**src/rtl/getwork_serial_rx.sv**
```systemverilog
// getwork_serial_rx
// UART receiver (8N1, LSB first, oversampled by DIV = clk / baud) that
// assembles NUM_BYTES consecutive bytes into one work word. The word is
// published on data only once the whole frame has arrived. A bad stop bit,
// or an idle gap of TIMEOUT_BITS bit-times in the middle of a frame, drops
// the partial frame.
//
// Ports:
//   clk           - sole clock, rising edge
//   reset_n       - asynchronous active-low reset
//   RxD           - asynchronous serial input, idle high
//   data          - last complete frame; first byte in the top 8 bits
//   rx_done       - one-cycle pulse when data has just been updated
//   framing_error - one-cycle pulse on a bad stop bit
module getwork_serial_rx #(
    parameter int unsigned comm_clk_frequency = 100_000_000,
    parameter int unsigned baud_rate          = 115_200,
    parameter int unsigned NUM_BYTES          = 84,
    parameter int unsigned TIMEOUT_BITS       = 32
) (
    input  logic                   clk,
    input  logic                   reset_n,
    input  logic                   RxD,
    output logic [8*NUM_BYTES-1:0] data,
    output logic                   rx_done,
    output logic                   framing_error
);

    localparam int unsigned DIV       = comm_clk_frequency / baud_rate;
    localparam int unsigned HALF      = DIV / 2;
    localparam int unsigned TW        = $clog2(DIV);
    localparam int unsigned TO_CYCLES = TIMEOUT_BITS * DIV;
    localparam int unsigned IW        = $clog2(TO_CYCLES);
    localparam int unsigned CW        = $clog2(NUM_BYTES);
    localparam int unsigned DW        = 8 * NUM_BYTES;

    localparam logic [TW-1:0] BIT_LAST  = TW'(DIV - 1);
    localparam logic [TW-1:0] HALF_LAST = TW'(HALF - 1);
    localparam logic [IW-1:0] TO_LAST   = IW'(TO_CYCLES - 1);
    localparam logic [CW-1:0] CNT_LAST  = CW'(NUM_BYTES - 1);

    typedef enum logic [1:0] {
        IDLE,
        START,
        DATA,
        STOP
    } state_t;

    state_t          state;
    state_t          state_next;

    logic            sync1;
    logic            sync2;
    logic            prev;
    logic            start_edge;

    logic [TW-1:0]   timer;
    logic [2:0]      bit_index;
    logic [7:0]      shift_byte;
    logic [DW-1:0]   staging;
    logic [DW-1:0]   staging_next;
    logic [CW-1:0]   byte_count;
    logic [IW-1:0]   idle_cnt;

    logic            half_end;
    logic            bit_end;
    logic            stop_end;

    assign start_edge   = prev & ~sync2;
    assign half_end     = (timer == HALF_LAST);
    assign bit_end      = (timer == BIT_LAST);
    assign stop_end     = (state == STOP) && bit_end;
    assign staging_next = {staging[DW-9:0], shift_byte};

    // Two-flop synchroniser plus a delayed copy for falling-edge detection
    always_ff @(posedge clk or negedge reset_n) begin
        if (!reset_n) begin
            sync1 <= 1'b1;
            sync2 <= 1'b1;
            prev  <= 1'b1;
        end else begin
            sync1 <= RxD;
            sync2 <= sync1;
            prev  <= sync2;
        end
    end

    always_ff @(posedge clk or negedge reset_n) begin
        if (!reset_n) begin
            state <= IDLE;
        end else begin
            state <= state_next;
        end
    end

    always_comb begin
        state_next = state;
        case (state)
            IDLE: begin
                if (start_edge) begin
                    state_next = START;
                end
            end
            START: begin
                // A start bit that is high again mid-bit was a glitch
                if (half_end) begin
                    state_next = sync2 ? IDLE : DATA;
                end
            end
            DATA: begin
                if (bit_end && (bit_index == 3'd7)) begin
                    state_next = STOP;
                end
            end
            STOP: begin
                if (bit_end) begin
                    state_next = IDLE;
                end
            end
            default: state_next = IDLE;
        endcase
    end

    always_ff @(posedge clk or negedge reset_n) begin
        if (!reset_n) begin
            timer         <= '0;
            bit_index     <= '0;
            shift_byte    <= '0;
            staging       <= '0;
            byte_count    <= '0;
            idle_cnt      <= '0;
            data          <= '0;
            rx_done       <= 1'b0;
            framing_error <= 1'b0;
        end else begin
            rx_done       <= 1'b0;
            framing_error <= 1'b0;

            // Timer restarts on every state change and on every data bit
            if ((state == IDLE) || (state_next != state) ||
                ((state == DATA) && bit_end)) begin
                timer <= '0;
            end else begin
                timer <= timer + TW'(1);
            end

            if ((state == START) && half_end) begin
                bit_index <= '0;
            end

            if ((state == DATA) && bit_end) begin
                shift_byte[bit_index] <= sync2;
                bit_index             <= bit_index + 3'd1;
            end

            if (stop_end) begin
                if (sync2) begin
                    staging <= staging_next;
                    if (byte_count == CNT_LAST) begin
                        byte_count <= '0;
                        data       <= staging_next;
                        rx_done    <= 1'b1;
                    end else begin
                        byte_count <= byte_count + CW'(1);
                    end
                end else begin
                    byte_count    <= '0;
                    framing_error <= 1'b1;
                end
            end

            // Mid-frame idle timeout; a start edge in the firing cycle wins.
            // Staging is left alone since the next full frame overwrites it.
            if ((state == IDLE) && (byte_count != '0) && !start_edge) begin
                if (idle_cnt == TO_LAST) begin
                    idle_cnt   <= '0;
                    byte_count <= '0;
                end else begin
                    idle_cnt <= idle_cnt + IW'(1);
                end
            end else begin
                idle_cnt <= '0;
            end
        end
    end

endmodule

```
**config.mk**
```make
export PLATFORM = sky130hd
export DESIGN_NAME = getwork_serial_rx
export DESIGN_NICKNAME = d
export VERILOG_FILES = /design/src/rtl/getwork_serial_rx.sv
export SDC_FILE = /design/constraint.sdc
export NUM_CORES = 2
export LEC_CHECK = 0
export BUFFER_PORTS_ARGS = -buffer_cell sky130_fd_sc_hd__buf_2
export CAP_MARGIN = 5
export CELL_PAD_IN_SITES_DETAIL_PLACEMENT = 1
export CELL_PAD_IN_SITES_GLOBAL_PLACEMENT = 1
export CORE_MARGIN = 2
export CORE_UTILIZATION = 25
export DETAILED_ROUTE_END_ITERATION = 8
export GPL_TIMING_DRIVEN = 1
export PLACE_DENSITY_LB_ADDON = 0.1
export SYNTH_ARGS = -nofsm -noshare
export SYNTH_HDL_FRONTEND = slang
export SYNTH_SLANG_ARGS = --single-unit
```
**constraint.sdc**
```tcl
create_clock -name clk -period 3.05 [get_ports clk]
set_input_delay 0.305 -clock clk [delete_from_list [all_inputs] [get_ports clk]]
set_output_delay 0.305 -clock clk [all_outputs]
set_load 0.05 [all_outputs]
```
* Word-level counts from Yosys, hierarchy flattened
Cells that the tools add are included.
Word-level totals: register bits 1386, bits of input ports 3, output and inout port bits 674, logic and storage cells 69
Cells by class: $add $sub $neg 4, order comparisons 2, equality and inequality tests 9, muxes and demuxes 24, bitwise operators 2, reduce and logical (&&, ||, !) cells 15
Operators by type and width (number):
- 2-to-1 mux 7 bit | 5
- 2-to-1 mux 15 bit | 2
- adder 15 x 1 -> 15 bit (second input constant) | 1
- equality test 15 bit (second input constant) | 1
- adder 10 x 1 -> 10 bit (second input constant) | 1
- equality test 10 bit (second input constant) | 1
- equality test 10 x 9 -> 1 bit (second input constant) | 1
- 2-to-1 mux 10 bit | 1
- 2-to-1 mux 2 bit | 5
- bitwise mux 8 bit | 1
- case mux 2 bit (4 select lines) | 1
- adder 7 x 1 -> 7 bit (second input constant) | 1
- equality test 7 bit (second input constant) | 1
- logical AND 1 bit | 7
- nonzero test 7 bit | 1
- 2-to-1 mux 1 bit | 6
- 2-to-1 mux 3 bit | 2
- equality test 2 bit (second input constant) | 2
- less-than comparator 3 x 4 -> 1 bit (second input constant) | 1
- adder 3 x 1 -> 3 bit (second input constant) | 1
- demux 1 bit (select 3 bit) | 1
- equality test 3 bit (second input constant) | 1
- >= comparator 3 x 1 -> 1 bit (second input constant) | 1
- AND reduction 3 bit | 1
- 9 further kinds | 10

* Longest topological paths before layout
word-level depth 8, mapped depth 10, depth with buffers taken out 6

* Worst setup path before layout
OpenSTA, ideal clock, no wires.
path type register to register, from register timer[0], to register data[601], setup time 0.127 ns, arrival time 2.041 ns, required time 2.923 ns, setup slack 0.881 ns, stages on the path, launching flop included 10, buffers on the path 4, period minus slack after synthesis 2.169 ns, cells stage by stage dfrtp_1 -> ha_1 -> and4b_1 -> buf_4 -> nand4_1 -> buf_6 -> nor2_8 -> buf_8 -> buf_6 -> mux2_1
Between the ends: longest elaborated chain between the ends 3
Ends and longest elaborated chain:
- from (decl) | line 57 | logic [TW-1:0] timer;
- from (signal assigned) | line 144 | timer <= timer + TW'(1);
- equality test 10 bit | line 71 | assign bit_end = (timer == BIT_LAST);
- logical AND 1 bit | line 72 | assign stop_end = (state == STOP) && bit_end;
- AND reduction 3 bit (no line)
- to (signal assigned) | line 161 | data <= staging_next;
- to (decl) | line 24 | output logic [8*NUM_BYTES-1:0] data,
Every way passes these cells. A chain may end at the register's enable or synchronous reset.

* Worst setup path in the final report
from register timer[0], to register data[488]
The elaborated chain is that of the path after synthesis.

==> impl_metrics.ini <==
[status]
status = finished clean

[die]
core_area_um2 = 209000
die_area_um2 = 214000
rows = 168
start_util = 0.251
fp.dieH_um = 463
ios = 677
die_x_um = 463

[logic_synthesis]
synthCells = 4473
synth_edf_count = 0
synth_ff_type = dfrtp_1
ys_ff_latch = 1386
yosysUniqueCellTypes = 50
syn_area_um2 = 52600
ys_seq_area_frac = 0.659
synth-async-reset-ratio = 1.00
syn_nets = 4483
ys_warn_count = 0
avgSynthCellArea_um2 = 11.8

[detailed_routing]
postRouteAntennaNets = 0
post-route-drc-count = 0
firstDrtPassIters = 4
via_per_inst = 4.23
wl_mm = 166
num_vias = 34400
wl_per_cell_um = 20.4
drt_iter0_markers = 1707

[timing]
tns_ns = 0
maxSlewViolCount = 0
hold_viol_final = 0
slew_headroom = 0.455
finalSetupViolCount = 0
max_freq_ghz = 0.377
post-route-period-util = 0.870
period_minus_slack_ns = 2.65
grt_setup_unrepaired = false
skew_ns = 0.0308
worst_pin_slew_ns = 0.817

[place]
io_buffers = 676
place_hpwl_mm = 114
place.gp.congestion = 0.753
dp.cells = 7829

[clock_network]
post_cts_buffers = 0
cts_buffers = 167
cts_tree = built
ctsLongestPathBuffers = 3
cts.clk_slew.worst_paths_ns = 0.05
root_buffer = clkbuf_16
clkLatencyLatePin_ns = 0.82
htree_levels = 4
clkSinkCount = 1386

[run]
drv_cap = 0

[hold_path]
hold_class = in2async

[cells_and_area]
final_util = 0.310
layout_commonest_cell = nand2_1
nNetsFinal = 5205
area_growth_pct = 23.3
layout.cells.non_filler = 8136
drive_gt1_frac = 0.196
most-common-layout-cells = nand2_1, dfrtp_1, mux2_1

[power_and_ir_drop]
p_total_uw = 39100
vdd_ir_drop_max_uv = 574
leakage_uw = 0.0368
pwr_density_cell_nw_per_um2 = 602

[critical_path]
worst_ep_arrival_time_ns = 3.33
crit_path_end_kind = flip-flop
critPathBufInv = 2
start_kind = flip-flop
crit_top_cell = buf_12
cp_top_family = simple AND/OR/NAND/NOR gates
path_depth = 7
cp_slowest_cell = dfrtp_1
required_ns = 3.72
critPathMaxStageDelay_ns = 0.41
path_class = reg2reg
r2r_cells = 7
critPathMaxFanout = 45
crit_chain = ha_1 > and4b_1 > nand4_1 > nor2_8 > buf_12 > buf_12 > mux2_1

[global_routing]
grt_pass1_wl_mm = 253
grt_max_degree = 132
antenna_found_initial = 5
track_usage = 0.155
grt_pass1_vias = 36900
globalRoute.totalOverflow = 0
## routing by layer
layer	routed length [um]	vias up	GRT usage
li1	-	15800	-
met1	75400	17800	0.205
met2	73900	648	0.236
met3	13100	197	0.0595
met4	3790	0	0.0414
met5	0	-	0
## path summary, 6_finish.rpt
| kind | startpoint | to | slack [ns] |
|---|---|---|---|
| min reg2reg | sync1$_DFF_PN1_ | sync2$_DFF_PN1_ | 0.36 |
| min | reset_n | staging[607]$_DFFE_PN0P_ | 0.15 |
| max in group asynchronous | reset_n | staging[274]$_DFFE_PN0P_ | 1.76 |
| max reg2reg | timer[0]$_DFF_PN0_ | data[488]$_DFFE_PN0P_ | 0.40 |
| min in group clk | RxD | sync1$_DFF_PN1_ | 0.16 |
| max | timer[0]$_DFF_PN0_ | data[488]$_DFFE_PN0P_ | 0.40 |
## final cells by class
class	count	area [um2]
multi-input combinational	2843	16300
timing repair buffer	787	4890
inverter	10	37.5
fill	23200	145000
antenna	4	10.0
tap	2805	3510
sequential	1386	34700
clock buffer	260	4890
clock inverter	41	557
## kinds of logic after synthesis
logic type / synth area share
AND/OR/NAND/NOR: 0.155
flip-flops: 0.659
multiplexers: 0.146
buffers and inverters: 0.0313
AO/OA/AOI/OAI: 0.00338
XOR/XNOR: 0.00333
adder cells (fa/ha/maj): 0.00167
## synthesized netlist by cell type, types with 6 or more instances
cell type	instances	area (um2)
dfrtp_1	1383	34600
buf_1	16	60.1
buf_8	7	105
xnor2_1	12	105
buf_6	62	698
nor3_1	20	100
nor4_1	6	37.5
xor2_1	8	70.1
clkbuf_1	77	289
buf_12	6	120
ha_1	7	87.6
inv_1	10	37.5
nand2_1	2005	7530
nand3_1	13	65.1
mux2_1	676	7610
buf_2	63	315
nor2_1	24	90.1
nand4_1	11	68.8
mux2_2	6	67.6
## state kept, by name (all words and copies together) (netlist names)
signal	flops
shift_byte	8
staging	664
state	2
prev	1
sync1	1
idle_cnt	15
sync2	1
byte_count	7
rx_done	1
bit_index	3
data	672
timer	10
framing_error	1
## through the flow
stage	hold WS (ns)	instance area (um2)	setup slack, ns
after floorplan	0.00941	52600	0.881
after global placement	0.354	59400	0.399
after detailed placement	0.353	59400	0.357
after CTS	0.0731	64800	0.345
after global routing	0.102	64800	0.214
final	0.148	64800	0.396
## power breakdown
| part | switching (uW) | internal, uW |
|---|---|---|
| logic | 473 | 151 |
| registers | 78.9 | 18400 |
| clock network | 8200 | 11700 |
## timing repair
item                                   in CTS  in global routing
endpoints found under the hold margin      68                  0
hold buffers                                2                  0
gates resized for setup                     0                  0
No activity file was read; power rests on OpenSTA's default activity.
